**config.mk**
```make
export PLATFORM = sky130hd
export DESIGN_NAME = monte_carlo_stat_array_flat
export DESIGN_NICKNAME = d
export VERILOG_FILES = /design/src/rtl/monte_carlo_stat_array_pkg.sv /design/src/rtl/monte_carlo_stat_array_if.sv /design/src/rtl/monte_carlo_stat_array_lane.sv /design/src/rtl/monte_carlo_stat_array.sv /design/src/flat_wrapper.sv
export SDC_FILE = /design/constraint.sdc
export NUM_CORES = 1
export LEC_CHECK = 0
export ABC_AREA = 0
export CAP_MARGIN = 15
export CORE_MARGIN = 1
export CORE_UTILIZATION = 50
export CTS_BUF_LIST = sky130_fd_sc_hd__clkbuf_4 sky130_fd_sc_hd__clkbuf_8 sky130_fd_sc_hd__clkbuf_16
export DETAILED_ROUTE_END_ITERATION = 8
export PLACE_DENSITY = 0.85
export SLEW_MARGIN = 10
export SYNTH_ARGS = -nofsm -noshare
export SYNTH_HDL_FRONTEND = slang
export SYNTH_HIERARCHICAL = 1
export SYNTH_SLANG_ARGS = --single-unit
```
**constraint.sdc**
```tcl
create_clock -name clk -period 5.78 [get_ports clk]
set_input_delay 1.156 -clock clk [delete_from_list [all_inputs] [get_ports clk]]
set_output_delay 1.156 -clock clk [all_outputs]
set_load 0.05 [all_outputs]
```
**src/rtl/monte_carlo_stat_array_pkg.sv**
```systemverilog
// ---------------------------------------------------------------------------
// mcstat_pkg
// Purpose : shared types and default widths for the Monte-Carlo statistics
//           array (top controller, per-lane engine sequencer, bus interface).
// Contents: default parameter constants, top and lane FSM state enums.
// ---------------------------------------------------------------------------
package mcstat_pkg;

  localparam int NUM_LANES_DEF = 4;
  localparam int MOVE_W_DEF    = 15;
  localparam int TOTAL_W_DEF   = 32;
  localparam int TRIAL_W_DEF   = 32;

  typedef enum logic [1:0] {
    IDLE   = 2'd0,
    RUN    = 2'd1,
    FINISH = 2'd2
  } top_state_t;

  typedef enum logic [1:0] {
    L_IDLE    = 2'd0,
    L_RST     = 2'd1,
    L_RUN     = 2'd2,
    L_COLLECT = 2'd3
  } lane_state_t;

endpackage

```
**src/rtl/monte_carlo_stat_array_if.sv**
```systemverilog
// ---------------------------------------------------------------------------
// monte_carlo_stat_array_if
// Purpose : bundles the run-control, lane-engine and statistics signals of
//           monte_carlo_stat_array.
// Modports: master - run requester / lane engines (drives start, budget,
//                    lane_stuck, lane_move_count)
//           slave  - the statistics array itself
// Option  : MCSTAT_MIN_EN adds min_move_count.
// ---------------------------------------------------------------------------
interface monte_carlo_stat_array_if
  import mcstat_pkg::*;
#(
  parameter int NUM_LANES = NUM_LANES_DEF,
  parameter int MOVE_W    = MOVE_W_DEF,
  parameter int TOTAL_W   = TOTAL_W_DEF,
  parameter int TRIAL_W   = TRIAL_W_DEF
);

  logic                        start;
  logic [TRIAL_W-1:0]          trial_budget;
  logic [NUM_LANES-1:0]        lane_rst;
  logic                        rnd_rst;
  logic [NUM_LANES-1:0]        lane_stuck;
  logic [NUM_LANES*MOVE_W-1:0] lane_move_count;
  logic                        busy;
  logic                        done;
  logic [MOVE_W-1:0]           max_move_count;
  logic [TOTAL_W-1:0]          total_move_count;
  logic [TRIAL_W-1:0]          total_trial_count;
`ifdef MCSTAT_MIN_EN
  logic [MOVE_W-1:0]           min_move_count;
`endif

  modport master (
    output start, trial_budget, lane_stuck, lane_move_count,
`ifdef MCSTAT_MIN_EN
    input  min_move_count,
`endif
    input  lane_rst, rnd_rst, busy, done, max_move_count, total_move_count,
           total_trial_count
  );

  modport slave (
    input  start, trial_budget, lane_stuck, lane_move_count,
`ifdef MCSTAT_MIN_EN
    output min_move_count,
`endif
    output lane_rst, rnd_rst, busy, done, max_move_count, total_move_count,
           total_trial_count
  );

endinterface

```
**src/rtl/monte_carlo_stat_array_lane.sv**
```systemverilog
// ---------------------------------------------------------------------------
// mcstat_lane
// Purpose : sequences one game-engine lane through reset, play and result
//           collection.
// Ports   : clk, rst (sync, active-high)
//           i_launch   - controller grants a new trial to this lane
//           i_stuck    - engine game-over flag (only looked at while playing)
//           i_accept   - collector took this lane's result
//           o_lane_rst - engine reset, high for the single L_RST cycle
//           o_idle     - lane free for a new trial
//           o_collect  - lane holds a finished result
//
// state     | meaning
// L_IDLE    | free, waiting for a launch
// L_RST     | engine held in reset for one cycle
// L_RUN     | engine playing, watching lane_stuck
// L_COLLECT | result waiting for the round-robin collector
// ---------------------------------------------------------------------------
module mcstat_lane
  import mcstat_pkg::*;
(
  input  logic clk,
  input  logic rst,
  input  logic i_launch,
  input  logic i_stuck,
  input  logic i_accept,
  output logic o_lane_rst,
  output logic o_idle,
  output logic o_collect
);

  lane_state_t r_state;
  lane_state_t w_state_nxt;

  always_ff @(posedge clk) begin
    if (rst) r_state <= L_IDLE;
    else     r_state <= w_state_nxt;
  end

  always_comb begin
    w_state_nxt = r_state;
    o_lane_rst  = 1'b0;
    o_idle      = 1'b0;
    o_collect   = 1'b0;
    case (r_state)
      L_IDLE: begin
        o_idle = 1'b1;
        if (i_launch) w_state_nxt = L_RST;
      end
      L_RST: begin
        o_lane_rst  = 1'b1;
        w_state_nxt = L_RUN;
      end
      L_RUN: begin
        if (i_stuck) w_state_nxt = L_COLLECT;
      end
      L_COLLECT: begin
        o_collect = 1'b1;
        if (i_accept) w_state_nxt = L_IDLE;
      end
      default: w_state_nxt = L_IDLE;
    endcase
  end

endmodule

```
**src/rtl/monte_carlo_stat_array.sv**
```systemverilog
// ---------------------------------------------------------------------------
// monte_carlo_stat_array
// Purpose : runs a budget of Monte-Carlo game trials over NUM_LANES parallel
//           engines and accumulates total/max (optionally min) move counts.
// Ports   : clk, rst (sync, active-high)
//           bus (slave) - start/trial_budget, lane_rst/rnd_rst,
//                         lane_stuck/lane_move_count, busy/done, statistics
// Option  : define MCSTAT_MIN_EN to build min_move_count tracking.
//
// state  | meaning
// IDLE   | waiting for start, statistics held
// RUN    | launching trials and collecting results
// FINISH | single cycle, done pulse
// ---------------------------------------------------------------------------
module monte_carlo_stat_array
  import mcstat_pkg::*;
#(
  parameter int NUM_LANES = NUM_LANES_DEF,
  parameter int MOVE_W    = MOVE_W_DEF,
  parameter int TOTAL_W   = TOTAL_W_DEF,
  parameter int TRIAL_W   = TRIAL_W_DEF
) (
  input  logic                     clk,
  input  logic                     rst,
  monte_carlo_stat_array_if.slave  bus
);

  localparam int IDX_W = (NUM_LANES > 1) ? $clog2(NUM_LANES) : 1;

  top_state_t r_state;
  top_state_t w_state_nxt;

  logic [TRIAL_W-1:0]   r_budget;
  logic [TRIAL_W-1:0]   r_issued;
  logic [IDX_W-1:0]     r_rr_ptr;
  logic                 r_rnd_rst;
  logic [MOVE_W-1:0]    r_max;
  logic [TOTAL_W-1:0]   r_total;
  logic [TRIAL_W-1:0]   r_trials;
`ifdef MCSTAT_MIN_EN
  logic [MOVE_W-1:0]    r_min;
`endif

  logic [NUM_LANES-1:0] w_idle;
  logic [NUM_LANES-1:0] w_collect;
  logic [NUM_LANES-1:0] w_launch;
  logic [NUM_LANES-1:0] w_accept;
  logic [NUM_LANES-1:0] w_lane_rst;
  logic                 w_start_acc;
  logic                 w_can_launch;
  logic                 w_acc_vld;
  logic [IDX_W-1:0]     w_acc_idx;
  logic [MOVE_W-1:0]    w_acc_cnt;
  logic [TOTAL_W:0]     w_sum;

  assign w_start_acc  = (r_state == IDLE) && bus.start;
  assign w_can_launch = (r_state == RUN) && (r_issued < r_budget);

  // One launch per cycle, lowest idle lane first.
  always_comb begin : p_launch
    logic found;
    found    = 1'b0;
    w_launch = '0;
    for (int i = 0; i < NUM_LANES; i++) begin
      if (w_can_launch && !found && w_idle[i]) begin
        w_launch[i] = 1'b1;
        found       = 1'b1;
      end
    end
  end

  // Round-robin collector: search begins just after the last accepted lane.
  always_comb begin : p_collect
    int j;
    j         = 0;
    w_acc_vld = 1'b0;
    w_acc_idx = '0;
    w_accept  = '0;
    for (int k = 1; k <= NUM_LANES; k++) begin
      j = int'(r_rr_ptr) + k;
      if (j >= NUM_LANES) j = j - NUM_LANES;
      if (!w_acc_vld && w_collect[j]) begin
        w_acc_vld = 1'b1;
        w_acc_idx = IDX_W'(j);
      end
    end
    if (w_acc_vld) w_accept[w_acc_idx] = 1'b1;
  end

  assign w_acc_cnt = bus.lane_move_count[w_acc_idx*MOVE_W +: MOVE_W];
  // One extra bit catches the carry that triggers saturation.
  assign w_sum     = {1'b0, r_total} + (TOTAL_W+1)'(w_acc_cnt);

  always_ff @(posedge clk) begin
    if (rst) r_state <= IDLE;
    else     r_state <= w_state_nxt;
  end

  // All lanes idle also means nothing is left waiting in L_COLLECT.
  always_comb begin
    w_state_nxt = r_state;
    case (r_state)
      IDLE:    if (bus.start) w_state_nxt = RUN;
      RUN:     if ((r_issued == r_budget) && (&w_idle)) w_state_nxt = FINISH;
      FINISH:  w_state_nxt = IDLE;
      default: w_state_nxt = IDLE;
    endcase
  end

  always_ff @(posedge clk) begin
    if (rst) begin
      r_budget  <= '0;
      r_issued  <= '0;
      r_rr_ptr  <= '0;
      r_rnd_rst <= 1'b1;
      r_max     <= '0;
      r_total   <= '0;
      r_trials  <= '0;
`ifdef MCSTAT_MIN_EN
      r_min     <= '1;
`endif
    end else if (w_start_acc) begin
      r_budget  <= bus.trial_budget;
      r_issued  <= '0;
      r_rnd_rst <= 1'b0;
      r_max     <= '0;
      r_total   <= '0;
      r_trials  <= '0;
`ifdef MCSTAT_MIN_EN
      r_min     <= '1;
`endif
    end else begin
      if (|w_launch) r_issued <= r_issued + 1'b1;
      if (w_acc_vld) begin
        r_rr_ptr <= w_acc_idx;
        r_total  <= w_sum[TOTAL_W] ? '1 : w_sum[TOTAL_W-1:0];
        r_trials <= r_trials + 1'b1;
        if (w_acc_cnt > r_max) r_max <= w_acc_cnt;
`ifdef MCSTAT_MIN_EN
        if (w_acc_cnt < r_min) r_min <= w_acc_cnt;
`endif
      end
    end
  end

  for (genvar g = 0; g < NUM_LANES; g++) begin : g_lane
    mcstat_lane u_lane (
      .clk        (clk),
      .rst        (rst),
      .i_launch   (w_launch[g]),
      .i_stuck    (bus.lane_stuck[g]),
      .i_accept   (w_accept[g]),
      .o_lane_rst (w_lane_rst[g]),
      .o_idle     (w_idle[g]),
      .o_collect  (w_collect[g])
    );
  end

  assign bus.lane_rst          = w_lane_rst;
  assign bus.rnd_rst           = r_rnd_rst;
  assign bus.busy              = (r_state != IDLE);
  assign bus.done              = (r_state == FINISH);
  assign bus.max_move_count    = r_max;
  assign bus.total_move_count  = r_total;
  assign bus.total_trial_count = r_trials;
`ifdef MCSTAT_MIN_EN
  assign bus.min_move_count    = r_min;
`endif

endmodule

```
**src/flat_wrapper.sv**
```systemverilog
// flat-port wrapper written by rule: the top's interface ports become plain ports
module monte_carlo_stat_array_flat import mcstat_pkg::*;
#(
  parameter int NUM_LANES = NUM_LANES_DEF,
  parameter int MOVE_W    = MOVE_W_DEF,
  parameter int TOTAL_W   = TOTAL_W_DEF,
  parameter int TRIAL_W   = TRIAL_W_DEF
)
  (clk, rst, bus_start, bus_trial_budget, bus_lane_stuck, bus_lane_move_count, bus_lane_rst, bus_rnd_rst, bus_busy, bus_done, bus_max_move_count, bus_total_move_count, bus_total_trial_count);
  monte_carlo_stat_array_if #(.NUM_LANES(NUM_LANES), .MOVE_W(MOVE_W), .TOTAL_W(TOTAL_W), .TRIAL_W(TRIAL_W)) bus_i ();
  input  logic clk;
  input  logic rst;
  input wire logic [$bits(bus_i.start)-1:0] bus_start;
  input wire logic [$bits(bus_i.trial_budget)-1:0] bus_trial_budget;
  input wire logic [$bits(bus_i.lane_stuck)-1:0] bus_lane_stuck;
  input wire logic [$bits(bus_i.lane_move_count)-1:0] bus_lane_move_count;
  output wire logic [$bits(bus_i.lane_rst)-1:0] bus_lane_rst;
  output wire logic [$bits(bus_i.rnd_rst)-1:0] bus_rnd_rst;
  output wire logic [$bits(bus_i.busy)-1:0] bus_busy;
  output wire logic [$bits(bus_i.done)-1:0] bus_done;
  output wire logic [$bits(bus_i.max_move_count)-1:0] bus_max_move_count;
  output wire logic [$bits(bus_i.total_move_count)-1:0] bus_total_move_count;
  output wire logic [$bits(bus_i.total_trial_count)-1:0] bus_total_trial_count;
  assign bus_i.start = bus_start;
  assign bus_i.trial_budget = bus_trial_budget;
  assign bus_i.lane_stuck = bus_lane_stuck;
  assign bus_i.lane_move_count = bus_lane_move_count;
  assign bus_lane_rst = bus_i.lane_rst;
  assign bus_rnd_rst = bus_i.rnd_rst;
  assign bus_busy = bus_i.busy;
  assign bus_done = bus_i.done;
  assign bus_max_move_count = bus_i.max_move_count;
  assign bus_total_move_count = bus_i.total_move_count;
  assign bus_total_trial_count = bus_i.total_trial_count;
  monte_carlo_stat_array #(.NUM_LANES(NUM_LANES), .MOVE_W(MOVE_W), .TOTAL_W(TOTAL_W), .TRIAL_W(TRIAL_W)) u_core (.clk(clk), .rst(rst), .bus(bus_i));
endmodule
```
**After elaboration in Yosys (flattened, before gate mapping)**

Cells that the tools add are included.

- Add/sub/neg operators: 11
- Multiply operators: 1
- $lt $le $gt $ge: 12
- Equal/unequal tests: 29
- Shifts and indexed selects: 1
- Muxes and demuxes: 65
- Bitwise gates (word level): 1
- Reduce and logical (&&, ||, !) cells: 36

Operator list:

| cell | count |
|---|---|
| $mux W32 | 5 |
| $ge A32 B4 Y1 const B | 4 |
| $lt A32 B4 Y1 const B | 4 |
| $sub A32 B4 Y32 const B | 4 |
| $add A32 B1 Y32 const B | 2 |
| $shiftx A60 B7 Y15 | 1 |
| $mux W2 | 18 |
| $add A32 B15 Y33 | 1 |
| $eq A32 B32 Y1 | 1 |
| $lt A32 B32 Y1 | 1 |
| $pmux W2 S4 | 4 |
| $mux W1 | 31 |
| $ne A2 B2 Y1 const B | 10 |
| $eq A2 B2 Y1 const B | 9 |
| $gt A15 B15 Y1 | 1 |
| $logic_and A1 B1 Y1 | 14 |
| $reduce_and A3 Y1 | 4 |
| $eq A2 B1 Y1 const B | 5 |
| $logic_not A2 Y1 | 5 |
| $bmux W1 S2 | 4 |
| $ne A2 B1 Y1 const B | 4 |
| $add A2 B2 Y3 const B | 2 |
| $logic_not A1 Y1 | 6 |
| $mul A2 B4 Y6 const B | 1 |
| 13 further kinds | 15 |

- Register bits: 156
- Bits of input ports: 99
- Output and inout port bits: 86
- Word-level logic and storage cells: 168

**Longest topological paths before layout**

- Depth after elaboration: 23
- Gate-level depth with buffers: 17
- Gate-level depth less buffers: 16

**Hierarchy**

The synthesis kept the hierarchy.

Modules (own cells, without submodules):

| module | instances | cells an instance | area each (um^2) | sequential area each (um^2) |
|---|---|---|---|---|
| monte_carlo_stat_array | 1 | 1052 | 8599.5 | 2962.8 |
| mcstat_lane | 4 | 19 | 180.2 | 40.0 |

**Worst setup path before layout**

OpenSTA, ideal clock, no wires.

- Kind: register to register
- Start point: register u_core.g_lane[3].u_lane.r_state[0]
- End point: register u_core.r_total[20], in the netlist u_core/bus.total_move_count[20]
- Setup time: 0.128 ns
- Arrival time: 4.121 ns
- Required time: 5.652 ns
- Slack: 1.532 ns
- Cell stages (with the launch flop): 17
- Path buffers: 1
- Period minus slack after synthesis: 4.248 ns
- Cells stage by stage: dfxtp_1 ha_1 nor2b_1 o21a_1 nor3_1 buf_1 mux2i_1 ha_1 inv_1 fa_1 nand2b_1 a21oi_1 o22ai_1 a211o_2 a2111oi_0 mux2i_1 nor2_1

- Longest elaborated chain between the ends: 19
- Elaborated cells between the ends (all ways): 32
- Those cells by class: add/sub (1); mul (1); eq/ne (1); shift (1); mux (22); reduce/logical (6)

RTL lines:

| item | line | RTL |
|---|---|---|
| start, declared | monte_carlo_stat_array_lane.sv:32 | `lane_state_t r_state;` |
| start signal, assigned | monte_carlo_stat_array_lane.sv:37 | `else r_state <= w_state_nxt;` |
| $eq A2 B2 Y1 * | monte_carlo_stat_array_lane.sv:45 | `case (r_state)` |
| $mux W1 * | monte_carlo_stat_array_lane.sv:45 |  |
| net u_core.w_collect[3] | monte_carlo_stat_array.sv:45 | `logic [NUM_LANES-1:0] w_collect;` |
| $bmux W1 S2 | monte_carlo_stat_array.sv:82 | `if (!w_acc_vld && w_collect[j]) begin` |
| $mux W1 (not written as such) (2 in a row) | monte_carlo_stat_array.sv:82 |  |
| $mux W1 | monte_carlo_stat_array.sv:82 |  |
| $logic_not A1 Y1 | monte_carlo_stat_array.sv:82 |  |
| $logic_and A1 B1 Y1 | monte_carlo_stat_array.sv:82 |  |
| [4 not listed] | n/a |  |
| $logic_not A1 Y1 | monte_carlo_stat_array.sv:82 |  |
| $logic_and A1 B1 Y1 | monte_carlo_stat_array.sv:82 |  |
| $mux W2 * | monte_carlo_stat_array.sv:82 |  |
| $mul A2 B4 Y6 * | monte_carlo_stat_array.sv:90 | `assign w_acc_cnt = bus.lane_move_count[w_acc_idx*MOVE_W +: MOVE_W];` |
| $shiftx A60 B7 Y15 * | monte_carlo_stat_array.sv:90 |  |
| net u_core.w_acc_cnt[0] | monte_carlo_stat_array.sv:53 | `logic [MOVE_W-1:0] w_acc_cnt;` |
| $add A32 B15 Y33 * | monte_carlo_stat_array.sv:92 | `assign w_sum = {1'b0, r_total} + (TOTAL_W+1)'(w_acc_cnt);` |
| $mux W32 * | monte_carlo_stat_array.sv:136 | `r_total <= w_sum[TOTAL_W] ? '1 : w_sum[TOTAL_W-1:0];` |
| end signal, assigned | monte_carlo_stat_array.sv:136 |  |
| end, declared | monte_carlo_stat_array.sv:38 | `logic [TOTAL_W-1:0] r_total;` |

Mark *: on every way through the listed nets, which the timed path passes. The rest lies on a longest branch. The select of a mux whose other input is x is not followed.
A chain may end at the register's enable or synchronous reset.

**Worst setup path in the final report**

- Start point: register u_core.g_lane[3].u_lane.r_state[0]
- End point: register u_core.r_total[29], in the netlist u_core/bus.total_move_count[29]

Same word-level chain as after synthesis.

==> results.yml <==
worst_setup_path:
  critPathRequiredTime_ns: 6.13
  start_kind: "register"
  critPathKind: "reg2reg"
  slowest_delay_ns: 0.47
  slowest_stage: "a211o_1"
  ff2ff_setup_slack_ns: 1.04
  critical_path_peak_fanout: 13
  worstSetupEndpoint: "u_core/bus.total_move_count[29]"
  crit_cells: 16
  rr_startpoint: "u_core/g_lane[3].u_lane/r_state[0]"
  r2r_cells: 16
  r2r-end: "u_core/bus.total_move_count[29]"
  cp_top_family: "compound AO/OA/AOI/OAI gates"
  end_kind: "register"
  critPathMostFrequentCell: "mux2i_1"
  crit_buf_inv: 2
  cp_cell_sequence: "ha_1, nor2b_1, nor2_1, nor2_4, buf_4, mux2i_1, mux2i_1, inv_1, fa_1, nand2b_1, a21oi_1, o22ai_1, a211o_2, a211o_1, and3b_1, a211oi_1"
  cp_data_arrival_time_ns: 5.09
  setup.worst_path.start: "u_core/g_lane[3].u_lane/r_state[0]"
sta:
  finalMaxSlewViolations: 0
  worst-slew-pin-transition_ns: 0.929
  skew_ns: 0.00968
  min_period_over_period_pct: 82.0
  hold_viol: 0
  rsz0062_at_grt: "false"
  worst_slack_ns: 1.04
  finalSetupViolCount: 0
  fin_tns_setup_ns: 0
  fin_crit_ns: 4.74
  slew_headroom_pct: 37.5
  fmax_mhz: 211
  hold_slack_ns: 0.453
logic_synthesis:
  syn_area_per_cell_um2: 8.26
  synth_edf_count: 0
  yosys.area_share.adder_pct: 11.5
  synth_top_family_by_area: "simple AND/OR/NAND/NOR gates"
  synth_simple_gate_area_share_pct: 23.1
  synth-main-ff-cell: "dfxtp_1"
  ys_seq_area_share_pct: 33.5
  synth-async-reset-ratio_pct: 0
  syn-cell-area_um2: 9320
  synth.largest_area_cell: "dfxtp_1"
  synthCells: 1128
  yosysWarnings: 6
  synth.area.mux_share_pct: 6.12
  syn-num-nets: 1312
  synth.area.top_cells: "dfxtp_1, ha_1, mux2i_1"
  yosys_register_bits: 156
  synth_compound_area_share_pct: 15.5
  yosysUniqueCellTypes: 65
  synth_xor_area_share_pct: 5.54
  synth.top_cell.area_share_pct: 33.5
layout:
  final_cell_mix: "clkdlybuf4s50_1, dfxtp_1, nand2_1"
  drive_gt1_share_pct: 5.87
  diodes: 0
  syn_to_final_growth_pct: 28.6
  layout_commonest_cell: "clkdlybuf4s50_1"
  nets: 1483
  post-route-util_pct: 66.3
flow_run:
  drv_cap: 0
routing:
  via_per_inst: 5.66
  drt_iter0_markers: 530
  routedWlPerCell_um: 15.6
  ant_nets: 0
  first_pass_iters: 7
  vias: 8727
  route.detailed.drc: 16
  wl_um: 24100
power:
  peakVddDrop_mv: 0.206
  power.internal_mw: 2.11
  p_sw_share_pct: 33.4
  pwr-share-clk_pct: 34.8
  p_sw_mw: 1.06
  combPwrFrac_pct: 28.1
  p_per_area_nw_per_um2: 264
  p_leak_nw: 4.58
  seq_power_share_pct: 37.1
clock_tree:
  clkLatencyLatePin_ns: 0.43
  clock_sinks: 156
  cts_buffer_depth: 2
  tritoncts: "yes"
  htreeDepth: 4
  clock-root-buffer: "clkbuf_16"
  ctsResizeCount: 0
  postCtsSetupBuffers: 0
  clk_pin_slew_ns: 0.07
  hold_buffers: 0
  cts_buffers: 17
floorplan:
  dieArea_um2: 19200
  io_pins: 185
  fp.coreArea_um2: 18100
  start_util_pct: 51.5
  rows: 49
  die_h_um: 139
  dieWidth_um: 139
grt:
  grt_pass1_wl_um: 39500
  antenna_found_initial: 0
  grt_pass1_vias: 8246
  grt-ovfl-total: 0
  grt_max_degree: 71
  track_usage_pct: 25.3
placement:
  hpwl_um: 17700
  io_buffers: 184
  dp_slack_ns: 1.03
  gp_congestion: 0.873
run_status:
  status: "finished, violations left"
  violations: "design-rule violations"
min_path:
  hold_class: "reg2reg"
==> worst min-delay path by stage <==
stage          cells after the start                start             endpoint  slack (ns)
2_1_floorplan                      2  u_core/r_budget[10]  u_core/r_budget[10]        0.44
3_3_place_gp                       1   u_core/bus.rnd_rst   u_core/bus.rnd_rst        0.44
3_5_place_dp                       1   u_core/bus.rnd_rst   u_core/bus.rnd_rst        0.44
4_1_cts                            1   u_core/bus.rnd_rst   u_core/bus.rnd_rst        0.45
5_1_grt                            1   u_core/bus.rnd_rst   u_core/bus.rnd_rst        0.48
6_report                           1   u_core/bus.rnd_rst   u_core/bus.rnd_rst        0.45
==> Yosys cell counts (32+ instances only) <==
master	count
dfxtp_1	156
nand2_1	132
a21oi_1	100
ha_1	84
nor2_1	76
inv_1	70
mux2i_1	57
nand3_1	40
xor2_1	34
clkbuf_1	33
nand4_1	32
o21ai_0	32
==> sequential cells by signal (all words and copies together) (netlist names) <==
register / flops
u_core/g_lane.u_lane/r_state: 8
u_core/r_issued: 32
u_core/r_state: 2
u_core/bus.total_trial_count: 32
u_core/r_rr_ptr: 2
u_core/bus.rnd_rst: 1
u_core/bus.total_move_count: 32
u_core/bus.max_move_count: 15
u_core/r_budget: 32
==> kinds of logic (layout without fill, tap and decap cells) <==
kind of cell / Yosys count / after routing
fa+ha+maj: 85 / 85
xor+xnor: 59 / 59
buf+inv: 114 / 298
compound gates: 230 / 230
simple gates: 427 / 427
flops: 156 / 156
mux: 57 / 57
==> layout make-up <==
| cell class | count | area [µm²] |
|---|---|---|
| multi-input combinational | 858 | 5800 |
| sequential | 156 | 3120 |
| inverter | 70 | 263 |
| tap | 229 | 287 |
| clock buffer | 18 | 439 |
| clock inverter | 14 | 135 |
| fill | 1426 | 6100 |
| timing repair buffer | 196 | 1940 |
==> per-layer routing <==
metal	GRT usage [%]	vias up	part of all wire, %
met5	0	-	0
met4	11.5	0	3.1
met3	4.52	46	6.7
met2	43.6	335	49
met1	30.6	4019	41
li1	-	4327	-
==> power by group through the flow <==
stage / combinational [mW] / sequential [mW] / clock (mW)
floorplan: 0.546 / 1.25 / 0
global placement: 0.857 / 1.19 / 0
detailed placement: 0.877 / 1.20 / 0
CTS: 0.885 / 1.17 / 1.12
global route: 0.968 / 1.18 / 1.16
finish: 0.888 / 1.17 / 1.10
==> stage by stage <==
| stage | cells | area (µm²) | power [mW] |
|---|---|---|---|
| 3_5_place_dp | 1509 | 11400 | 2.07 |
| 6_report | 1541 | 12000 | 3.16 |
| 5_1_grt | 1541 | 12000 | 3.31 |
| 3_3_place_gp | 1509 | 11400 | 2.05 |
| 2_1_floorplan | 1128 | 9320 | 1.80 |
| 4_1_cts | 1541 | 12000 | 3.17 |
Note: power is estimated with default switching activity, not from simulation.
